[src/rtl/tetris_pkg.sv]
// Shared board geometry, colours and arbiter enums for the Tetris board RAM path.
package tetris_pkg;

    localparam int unsigned BOARD_COLS  = 10;
    localparam int unsigned BOARD_ROWS  = 20;
    localparam int unsigned BOARD_DEPTH = BOARD_COLS * BOARD_ROWS;

    localparam logic [7:0] COLOUR_BG = 8'h00;

    typedef enum logic [1:0] {
        OWN_NONE,
        OWN_DISP,
        OWN_CLR,
        OWN_GAME
    } owner_t;

    typedef enum logic {
        ST_IDLE,
        ST_CLEAR
    } arb_state_t;

endpackage

[src/rtl/board_clear_seq.sv]
// Board-clear sequencer: walks addresses 0..DEPTH-1 once per start, pausing on stall.
module board_clear_seq
    import tetris_pkg::*;
#(
    parameter int unsigned ADDR_W = 8,
    parameter int unsigned DEPTH  = BOARD_DEPTH
) (
    input  logic              clk,
    input  logic              rst,
    input  logic              start,
    input  logic              stall,
    output logic              busy,
    output logic              done,
    output logic              wr_en,
    output logic [ADDR_W-1:0] wr_addr
);

    localparam logic [ADDR_W-1:0] LAST_ADDR = ADDR_W'(DEPTH - 1);

    arb_state_t        state;
    logic [ADDR_W-1:0] cnt;

    // A clear write happens in every CLEAR cycle the display does not claim.
    assign wr_en   = (state == ST_CLEAR) && !stall;
    assign wr_addr = cnt;

    // IDLE/CLEAR state, address counter and registered busy/done flags.
    always_ff @(posedge clk or posedge rst) begin
        if (rst) begin
            state <= ST_IDLE;
            cnt   <= '0;
            busy  <= 1'b0;
            done  <= 1'b0;
        end else begin
            done <= 1'b0;
            case (state)
                ST_IDLE: begin
                    if (start) begin
                        state <= ST_CLEAR;
                        busy  <= 1'b1;
                    end
                end
                ST_CLEAR: begin
                    if (!stall) begin
                        if (cnt == LAST_ADDR) begin
                            state <= ST_IDLE;
                            cnt   <= '0;
                            busy  <= 1'b0;
                            done  <= 1'b1;
                        end else begin
                            cnt <= cnt + ADDR_W'(1);
                        end
                    end
                end
            endcase
        end
    end

endmodule

[src/rtl/board_ram_arbiter.sv]
// Single-port board RAM arbiter: display > clear sequencer > game, with starvation flag.
module board_ram_arbiter
    import tetris_pkg::*;
#(
    parameter int unsigned              ADDR_W       = 8,
    parameter int unsigned              DATA_W       = 8,
    parameter int unsigned              DEPTH        = BOARD_DEPTH,
    parameter logic [DATA_W-1:0]        CLR_VALUE    = DATA_W'(COLOUR_BG),
    parameter int unsigned              STARVE_LIMIT = 64
) (
    input  logic              clk,
    input  logic              rst,
    input  logic              disp_req,
    input  logic [ADDR_W-1:0] disp_addr,
    output logic              disp_rvalid,
    input  logic              game_req,
    input  logic              game_we,
    input  logic [ADDR_W-1:0] game_addr,
    input  logic [DATA_W-1:0] game_wdata,
    output logic              game_gnt,
    output logic              game_rvalid,
    output logic              game_starved,
    input  logic              clr_start,
    output logic              clr_busy,
    output logic              clr_done,
    output logic              ram_en,
    output logic              ram_we,
    output logic [ADDR_W-1:0] ram_addr,
    output logic [DATA_W-1:0] ram_wdata,
    input  logic [DATA_W-1:0] ram_rdata
);

    localparam int unsigned         STARVE_W   = $clog2(STARVE_LIMIT + 1);
    localparam logic [STARVE_W-1:0] STARVE_MAX = STARVE_W'(STARVE_LIMIT);

    owner_t            owner;
    logic              clr_wr_en;
    logic [ADDR_W-1:0] clr_wr_addr;
    logic [STARVE_W-1:0] starve_cnt;
    logic [STARVE_W-1:0] starve_nxt;
    logic              rdata_unused;

    // Read data goes straight from the RAM to its consumers; nothing here needs it.
    assign rdata_unused = ^ram_rdata;

    board_clear_seq #(
        .ADDR_W (ADDR_W),
        .DEPTH  (DEPTH)
    ) u_clear (
        .clk     (clk),
        .rst     (rst),
        .start   (clr_start),
        .stall   (disp_req),
        .busy    (clr_busy),
        .done    (clr_done),
        .wr_en   (clr_wr_en),
        .wr_addr (clr_wr_addr)
    );

    // Per-cycle owner; clr_wr_en is already gated by disp_req so a CLEAR cycle never reaches the game.
    always_comb begin
        owner = OWN_NONE;
        if (rst)            owner = OWN_NONE;
        else if (disp_req)  owner = OWN_DISP;
        else if (clr_wr_en) owner = OWN_CLR;
        else if (clr_busy)  owner = OWN_NONE;
        else if (game_req)  owner = OWN_GAME;
    end

    // RAM port mux driven by the current owner.
    always_comb begin
        ram_en    = 1'b0;
        ram_we    = 1'b0;
        ram_addr  = '0;
        ram_wdata = '0;
        case (owner)
            OWN_DISP: begin
                ram_en   = 1'b1;
                ram_addr = disp_addr;
            end
            OWN_CLR: begin
                ram_en    = 1'b1;
                ram_we    = 1'b1;
                ram_addr  = clr_wr_addr;
                ram_wdata = CLR_VALUE;
            end
            OWN_GAME: begin
                ram_en    = 1'b1;
                ram_we    = game_we;
                ram_addr  = game_addr;
                ram_wdata = game_wdata;
            end
            default: ;
        endcase
    end

    assign game_gnt = (owner == OWN_GAME);

    // Starvation count: consecutive cycles of an ungranted game request, saturating.
    always_comb begin
        starve_nxt = '0;
        if (game_req && !game_gnt) begin
            starve_nxt = (starve_cnt == STARVE_MAX) ? STARVE_MAX : starve_cnt + STARVE_W'(1);
        end
    end

    // Registered read-return strobes and starvation state.
    always_ff @(posedge clk or posedge rst) begin
        if (rst) begin
            disp_rvalid  <= 1'b0;
            game_rvalid  <= 1'b0;
            starve_cnt   <= '0;
            game_starved <= 1'b0;
        end else begin
            disp_rvalid  <= (owner == OWN_DISP);
            game_rvalid  <= (owner == OWN_GAME) && !game_we;
            starve_cnt   <= starve_nxt;
            game_starved <= (starve_nxt == STARVE_MAX);
        end
    end

endmodule

[config.mk]
export PLATFORM = sky130hd
export DESIGN_NAME = board_ram_arbiter
export DESIGN_NICKNAME = d
export VERILOG_FILES = /design/src/rtl/tetris_pkg.sv /design/src/rtl/board_clear_seq.sv /design/src/rtl/board_ram_arbiter.sv
export SDC_FILE = /design/constraint.sdc
export NUM_CORES = 1
export LEC_CHECK = 0
export ABC_AREA = 1
export BUFFER_PORTS_ARGS = -buffer_cell sky130_fd_sc_hd__buf_4
export CAP_MARGIN = 0
export CORE_AREA = 2 2 90 49
export DETAILED_ROUTE_END_ITERATION = 8
export DIE_AREA = 0 0 92 51
export PLACE_DENSITY_LB_ADDON = 0.08
export SLEW_MARGIN = 0
export SYNTH_ARGS = -nofsm -noshare
export SYNTH_HDL_FRONTEND = slang
export SYNTH_SLANG_ARGS = --single-unit
[constraint.sdc]
create_clock -name clk -period 3.7 [get_ports clk]
set_input_delay 0.555 -clock clk [delete_from_list [all_inputs] [get_ports clk]]
set_output_delay 0.555 -clock clk [all_outputs]
set_load 0.02 [all_outputs]
==> results of run 1 <==
[power by group]
part | internal (µW) | leakage, µW | switching (µW)
Sequential | 270 | 0.000268 | 50.0
Combinational | 91.4 | 0.000691 | 122
Clock | 75.0 | 0.0000255 | 73.5
Total | 436 | 0.000985 | 245
[critical path: stages]
cell      delay [ps]
buf_4            130
nor2_1           140
nand3_1          350
inv_2            300
nand2_1           80
o211ai_1          90
buf_4            170
[metrics by stage]
| step | instance area, µm² | setup slack, ps |
|---|---|---|
| floorplan | 1300 | 1390 |
| global placement | 1770 | 1300 |
| detailed placement | 1770 | 1300 |
| CTS | 1820 | 1290 |
| global route | 1820 | 1110 |
| finish | 1820 | 1320 |
[sequential cells by signal (all words and copies together) (netlist names)]
signal / flops
game_starved: 1
starve_cnt: 7
u_clear.done: 1
u_clear.wr_addr: 8
u_clear.busy: 1
game_rvalid: 1
u_clear.state: 1
disp_rvalid: 1
[layer usage]
metal / GRT usage [%] / vias to the layer above / share of wire, %
li1: - / 699 / -
met1: 25.8 / 611 / 55
met2: 20.6 / 38 / 37
met3: 5.01 / 2 / 7.0
met4: 1.49 / 0 / 0.38
met5: 0 / - / 0
[cells in the final DEF (no fill, tap or decap)]
| master | count |
|---|---|
| inv_2 | 3 |
| o21bai_1 | 1 |
| nor3_1 | 5 |
| or2_2 | 1 |
| nand4_1 | 5 |
| a21oi_1 | 2 |
| nand3_1 | 13 |
| nand2_1 | 45 |
| o21ai_0 | 4 |
| xor2_1 | 3 |
| ha_1 | 3 |
| nand2_2 | 2 |
| nor3b_1 | 1 |
| dfrtp_1 | 21 |
| nor2_4 | 2 |
| nor2_1 | 27 |
| inv_1 | 34 |
| o211ai_1 | 8 |
| nor2_2 | 2 |
| clkbuf_8 | 3 |
| buf_4 | 54 |
| clkinv_2 | 1 |
| a31oi_1 | 2 |
| o22ai_1 | 1 |
[cell usage after synthesis (all sizes together)]
cell type | n | share of area, %
buf | 1 | 0.38
dfrtp | 21 | 40
o21bai | 1 | 0.58
o21ai | 4 | 1.5
o211ai | 8 | 4.6
ha | 3 | 2.9
nor3b | 1 | 0.58
xor2 | 3 | 2.0
a31oi | 2 | 0.96
inv | 37 | 11
nand4 | 5 | 2.4
a21oi | 2 | 0.77
or2 | 1 | 0.48
o22ai | 1 | 0.48
nand2 | 47 | 14
nor3 | 5 | 1.9
nand3 | 13 | 5.0
nor2 | 31 | 10
[final timing paths]
kind / startpoint / to / slack (ps) / cells after the start
max in group asynchronous: rst / starve_cnt[1] / 3100 / 3
worst min-delay path: rst / u_clear.wr_addr[0] / 380 / 3
worst max-delay path: rst / ram_addr[4] / 1320 / 7
worst max register to register: u_clear.busy / game_starved / 2090 / 7
worst min register to register: u_clear.wr_addr[7] / u_clear.wr_addr[7] / 520 / 2
min in group clk: game_we / game_rvalid / 440 / 2
[area by class of cell]
| type | count | area, µm² | share of cell area [%] |
|---|---|---|---|
| flip-flops and latches | 21 | 526 | 28.9 |
| inverters | 37 | 139 | 7.63 |
| repair buffers | 54 | 405 | 22.3 |
| well taps | 57 | 71.3 | 3.92 |
| multi-input cells | 127 | 633 | 34.8 |
| clock buffers | 3 | 41.3 | 2.27 |
| clock inverters | 1 | 5.00 | 0.275 |
[kinds of logic (layout without fill, tap and decap cells)]
family          count (synthesis)  after routing  share of synthesized area [%]
flops                          21             21                           40.3
fa+ha+maj                       3              3                           2.88
compound gates                 18             18                           8.93
simple gates                  103            103                           34.8
buf+inv                        38             95                           11.0
xor+xnor                        3              3                           2.02
==> key figures, run 1 <==
Status
  – Status: complete, no violations

Synth
  – Synth Warn #: 0
  – Synthesized Nets: 227
  – Synthesized area per cell: ~7 µm²
  – Synth cell types: 22
  – Gate Count Post-Synth: approximately 190
  – Sequential-to-total area share from yosys stat: between 40 and 50%
  – FF+latch count, synth: 21
  – Synthesized cell area: between 1000 and 1500 µm²

Floorplan
  – Die outline height: slightly above 50 µm
  – Die span in x: 92 µm
  – Io pins: 62
  – Full die area: roughly 4700 µm²
  – Initial core utilization: between 30% and 40%
  – Core Area: approximately 4000 µm²
  – Row count: 17

Timing
  – Setup_tns: 0 ps
  – Least-Margin Pin Slew: approximately 450 ps
  – Final hold vios: 0
  – Setup Viol. Count Final: 0
  – Slew HR: between 60 and 70%
  – Final min period: approximately 2400 ps
  – Final period util: 64.3%
  – F_max: roughly 420 MHz
  – Final Max Slew Viols: 0
  – WHS: around 380 ps
  – RSZ-0062 raised after global routing: false
  – Max Clock Skew: 4.48 ps

Place
  – Detailed placement HPWL: about 2800 µm
  – Routability cong.: between 0.8 and 0.9
  – Port bufs: 53
  – Dpl cells: 296

Final layout
  – Layout area overhead: 39.8%
  – # nets final: approximately 290
  – Number of diodes: 0
  – Layout cell share with drive strength beyond 1: 28.0%
  – Utilization after layout: 45.0%
  – Layout Cells excl Fill: 300
  – Fill cells: 430

GRT
  – Antenna violations before repair: 0
  – Global route total overflow: 0
  – Vias in the first global route: 1203
  – Largest net degree at the start of global routing: 22
  – First-pass GRT wire length: 5890 µm
  – GRT Total Usage: ~16%

Worst setup path
  – CP endpoint kind: output port
  – Crit start category: input pin
  – Critical path type: input pin to output port
  – CP required: between 3000 and 4000 ps
  – Crit path DAT: approximately 1800 ps
  – CP Max Fanout: 11

Routing
  – Wire per inst: 11.5 µm
  – 1st-iter DRT viols: between 60 and 70
  – TritonRoute pass-1 iters: 4
  – Via density: between 4 and 5
  – Final wirelength: between 3000 and 4000 µm
  – Antenna-violating nets left: 0
  – DRC: 0
  – Via count: about 1400

Clocking
  – Root Buffer Master: clkbuf_8
  – Clk sink count: 21
  – CTS Buf Count: 3
  – Clock Latency Late Sink: about 260 ps
  – Clock-pin transition on the worst setup and hold timing paths: 80 ps
  – CTS tree: yes
  – Post-CTS setup buffer count: 0
  – Cts repair resizes: 0
  – Htree depth: 1
  – # hold bufs at CTS: 0
  – Max clock buf depth: 2

Worst hold path
  – Worst hold path type: input pin to asynchronous set/reset pin

Power
  – Peak supply drop: between 150 and 200 µV
  – Static leakage: roughly 0.00098 µW
  – PwrDens: between 300 and 400 nW/µm²
  – Overall power: 681 µW

Run
  – Max-cap violations: 0
No activity file was read; power rests on OpenSTA's default activity.
==> run 2, diff against run 1 <==
Clock period 3.7 ns to 2.01 ns, I/O delays scaled along.
==> key figures, run 2 (same netlist as run 1, synthesis figures left out) <==
Status
  – Status: complete, no violations

Timing
  – Final Max Slew Viols: 0 (unchanged)
  – Setup_tns: 0 ps (unchanged)
  – Least-Margin Pin Slew: 437 ps (-16.6 ps)
  – Max Clock Skew: 10.0 ps (+5.53 ps)
  – Final hold vios: 0 (unchanged)
  – Slew HR: 70.9% (+1.2 points)
  – RSZ-0062 raised after global routing: false
  – Final period util: between 80 and 90%
  – Setup Viol. Count Final: 0 (unchanged)
  – F_max: 557 MHz
  – WHS: 118 ps (-262 ps)
  – Final min period: 1800 ps

Worst setup path
  – Stages on worst setup path: 6 (-1)
  – Worst r2r src: u_clear.wr_addr[1]
  – Critical path type: register to output port
  – WP buf/inv: 2 (-1)
  – Maximum single-stage delay on the critical path: 430 ps (+80 ps)
  – Worst path cell trace: nor2_1 -> nand3_1 -> inv_2 -> nand2_1 -> o211ai_1 -> buf_4
  – Crit start category: register
  – Largest delay share family, worst path: flip-flops
  – Critical-path top delay cell: dfrtp_1
  – CP Max Fanout: 10 (-1)
  – Worst setup startpoint: u_clear.busy
  – CP required: 1710 ps (-1430 ps)
  – CP endpoint kind: output port
  – Crit path DAT: 1490 ps (-330 ps)
  – Worst Reg2Reg Path Length in Cells: 7 (unchanged)

Worst hold path
  – Worst hold path type: input pin to asynchronous set/reset pin

Run
  – Max-cap violations: 0 (unchanged)

Floorplan
  – Initial core utilization: 32.2% (unchanged)
  – Die outline height: 51 µm (unchanged)
  – Core Area: 4040 µm² (unchanged)
  – Die span in x: 92 µm (unchanged)
  – Row count: 17 (unchanged)
  – Io pins: 62 (unchanged)
  – Full die area: 4690 µm² (unchanged)

Power
  – Peak supply drop: 265 µV (+73%)
  – Internal power: 803 µW (+84%)
  – Sw Share: 35.9% (-0.098 points)
  – Clock network power share: 21.9% (about the same)
  – Overall power: 1250 µW (+84%)
  – Switching pwr: 450 µW (+84%)
  – Static leakage: 0.000994 µW (+0.91%)
  – PwrDens: 683 nW/µm² (+83%)
  – Combinational share of power: 31.2% (about the same)
  – Sequential share of power: 46.9% (about the same)

Place
  – Detailed placement HPWL: 2750 µm (-2.5%)
  – Port bufs: 53 (unchanged)
  – Dpl cells: 298 (+0.68%)
  – Routability cong.: 0.809 (-0.78%)

Routing
  – Metal1 wirelength: 1950 µm (+2.3%)
  – Via density: 4.38 (-2.7%)
  – Wire per inst: 11.1 µm (-3.5%)
  – Antenna-violating nets left: 0 (unchanged)
  – Final wirelength: 3340 µm (-2.9%)
  – TritonRoute pass-1 iters: 4 (unchanged)
  – DRC: 0 (unchanged)
  – Top Metal Used: met4
  – 1st-iter DRT viols: 60 (-10%)
  – Via count: 1322 (-2.1%)
  – Met3 wire length: 225 µm (-6.3%)
  – Met2 WL: 1160 µm (-9.8%)

Final layout
  – Layout area overhead: 40.9%
  – Layout Cells excl Fill: 302 (+0.67%)
  – Layout cell share with drive strength beyond 1: 28.6% (+0.59 points)
  – Most frequent cells in the layout: buf_4 (56), nand2_1 (45), inv_1 (34)
  – Number of diodes: 0 (unchanged)
  – # nets final: 287 (+0.70%)
  – Max reg flops: 8 (unchanged)
  – Commonest non-fill, non-tap cell in the layout: buf_4

Clocking
  – # hold bufs at CTS: 0 (unchanged)
  – CTS Buf Count: 3 (unchanged)
  – Clock Latency Late Sink: 260 ps (about the same)
  – Cts repair resizes: 0 (unchanged)
  – CTS tree: yes
  – Clk sink count: 21 (unchanged)
  – Htree depth: 1 (unchanged)
  – Root Buffer Master: clkbuf_8
  – Post-CTS setup buffer count: 0 (unchanged)
  – Clock-pin transition on the worst setup and hold timing paths: 80 ps (about the same)
  – Max clock buf depth: 2 (unchanged)

GRT
  – GRT Total Usage: 15.4% (-0.60 points)
  – Global route total overflow: 0 (unchanged)
  – First-pass GRT wire length: 5560 µm (-5.6%)
  – Largest net degree at the start of global routing: 22 (unchanged)
  – Antenna violations before repair: 0 (unchanged)
  – Vias in the first global route: 1166 (-3.1%)
==> run 2: cell types whose count changed in the layout (fill, tap and decap cells not counted) <==
| cell | change |
|---|---|
| buf_4 | +2 |
==> run 2: worst register-to-register path, stage by stage, from the launching register on <==
cell and delay (ps):
dfrtp_1 390, ha_1 230, nand2_1 100, nor3_1 130, nand2_1 180, nor2_1 240
or2_2 150, inv_1 30
==> run 2: power by group through the flow <==
stage                     Sequential (µW)  Combinational (µW)  Clock (µW)
after floorplan                       571                 254           0
after global placement                596                 394           0
after detailed placement              594                 394           0
after CTS                             586                 397         284
after global routing                  599                 447         303
final                                 588                 392         274
==> run 2: metrics by stage <==
stage | cell area, µm² | setup WS (ps) | util (%)
after floorplan | 1300 | 208 | -
after detailed placement | 1790 | 459 | 44.3
final | 1840 | 214 | 45.4
after CTS | 1840 | 189 | 45.4
after global placement | 1790 | 465 | 44.3
after global routing | 1840 | 100 | 45.4
==> run 2: cell type report <==
cell class	instances	area, µm²
Tap cell	57	71.3
Timing Repair Buffer	56	420
Clock buffer	3	41.3
Fill cell	429	2210
Multi-Input combinational cell	127	633
Sequential cell	21	526
Inverter	37	139
Clock inverter	1	5.00
==> run 2: routing by layer <==
| metal | up-vias | track usage, % |
|---|---|---|
| li1 | 706 | - |
| met1 | 576 | 24.6 |
| met2 | 38 | 18.9 |
| met3 | 2 | 5.60 |
| met4 | 0 | 2.99 |
| met5 | - | 0 |
==> run 2: worst paths after layout <==
kind	to	slack (ps)
worst max-delay path	ram_addr[0]	210
worst min-delay path	u_clear.wr_addr[0]	120
worst max register to register	u_clear.busy	460
worst min register to register	u_clear.wr_addr[7]	520
max in group asynchronous	u_clear.wr_addr[3]	1670
min in group clk	game_rvalid	180
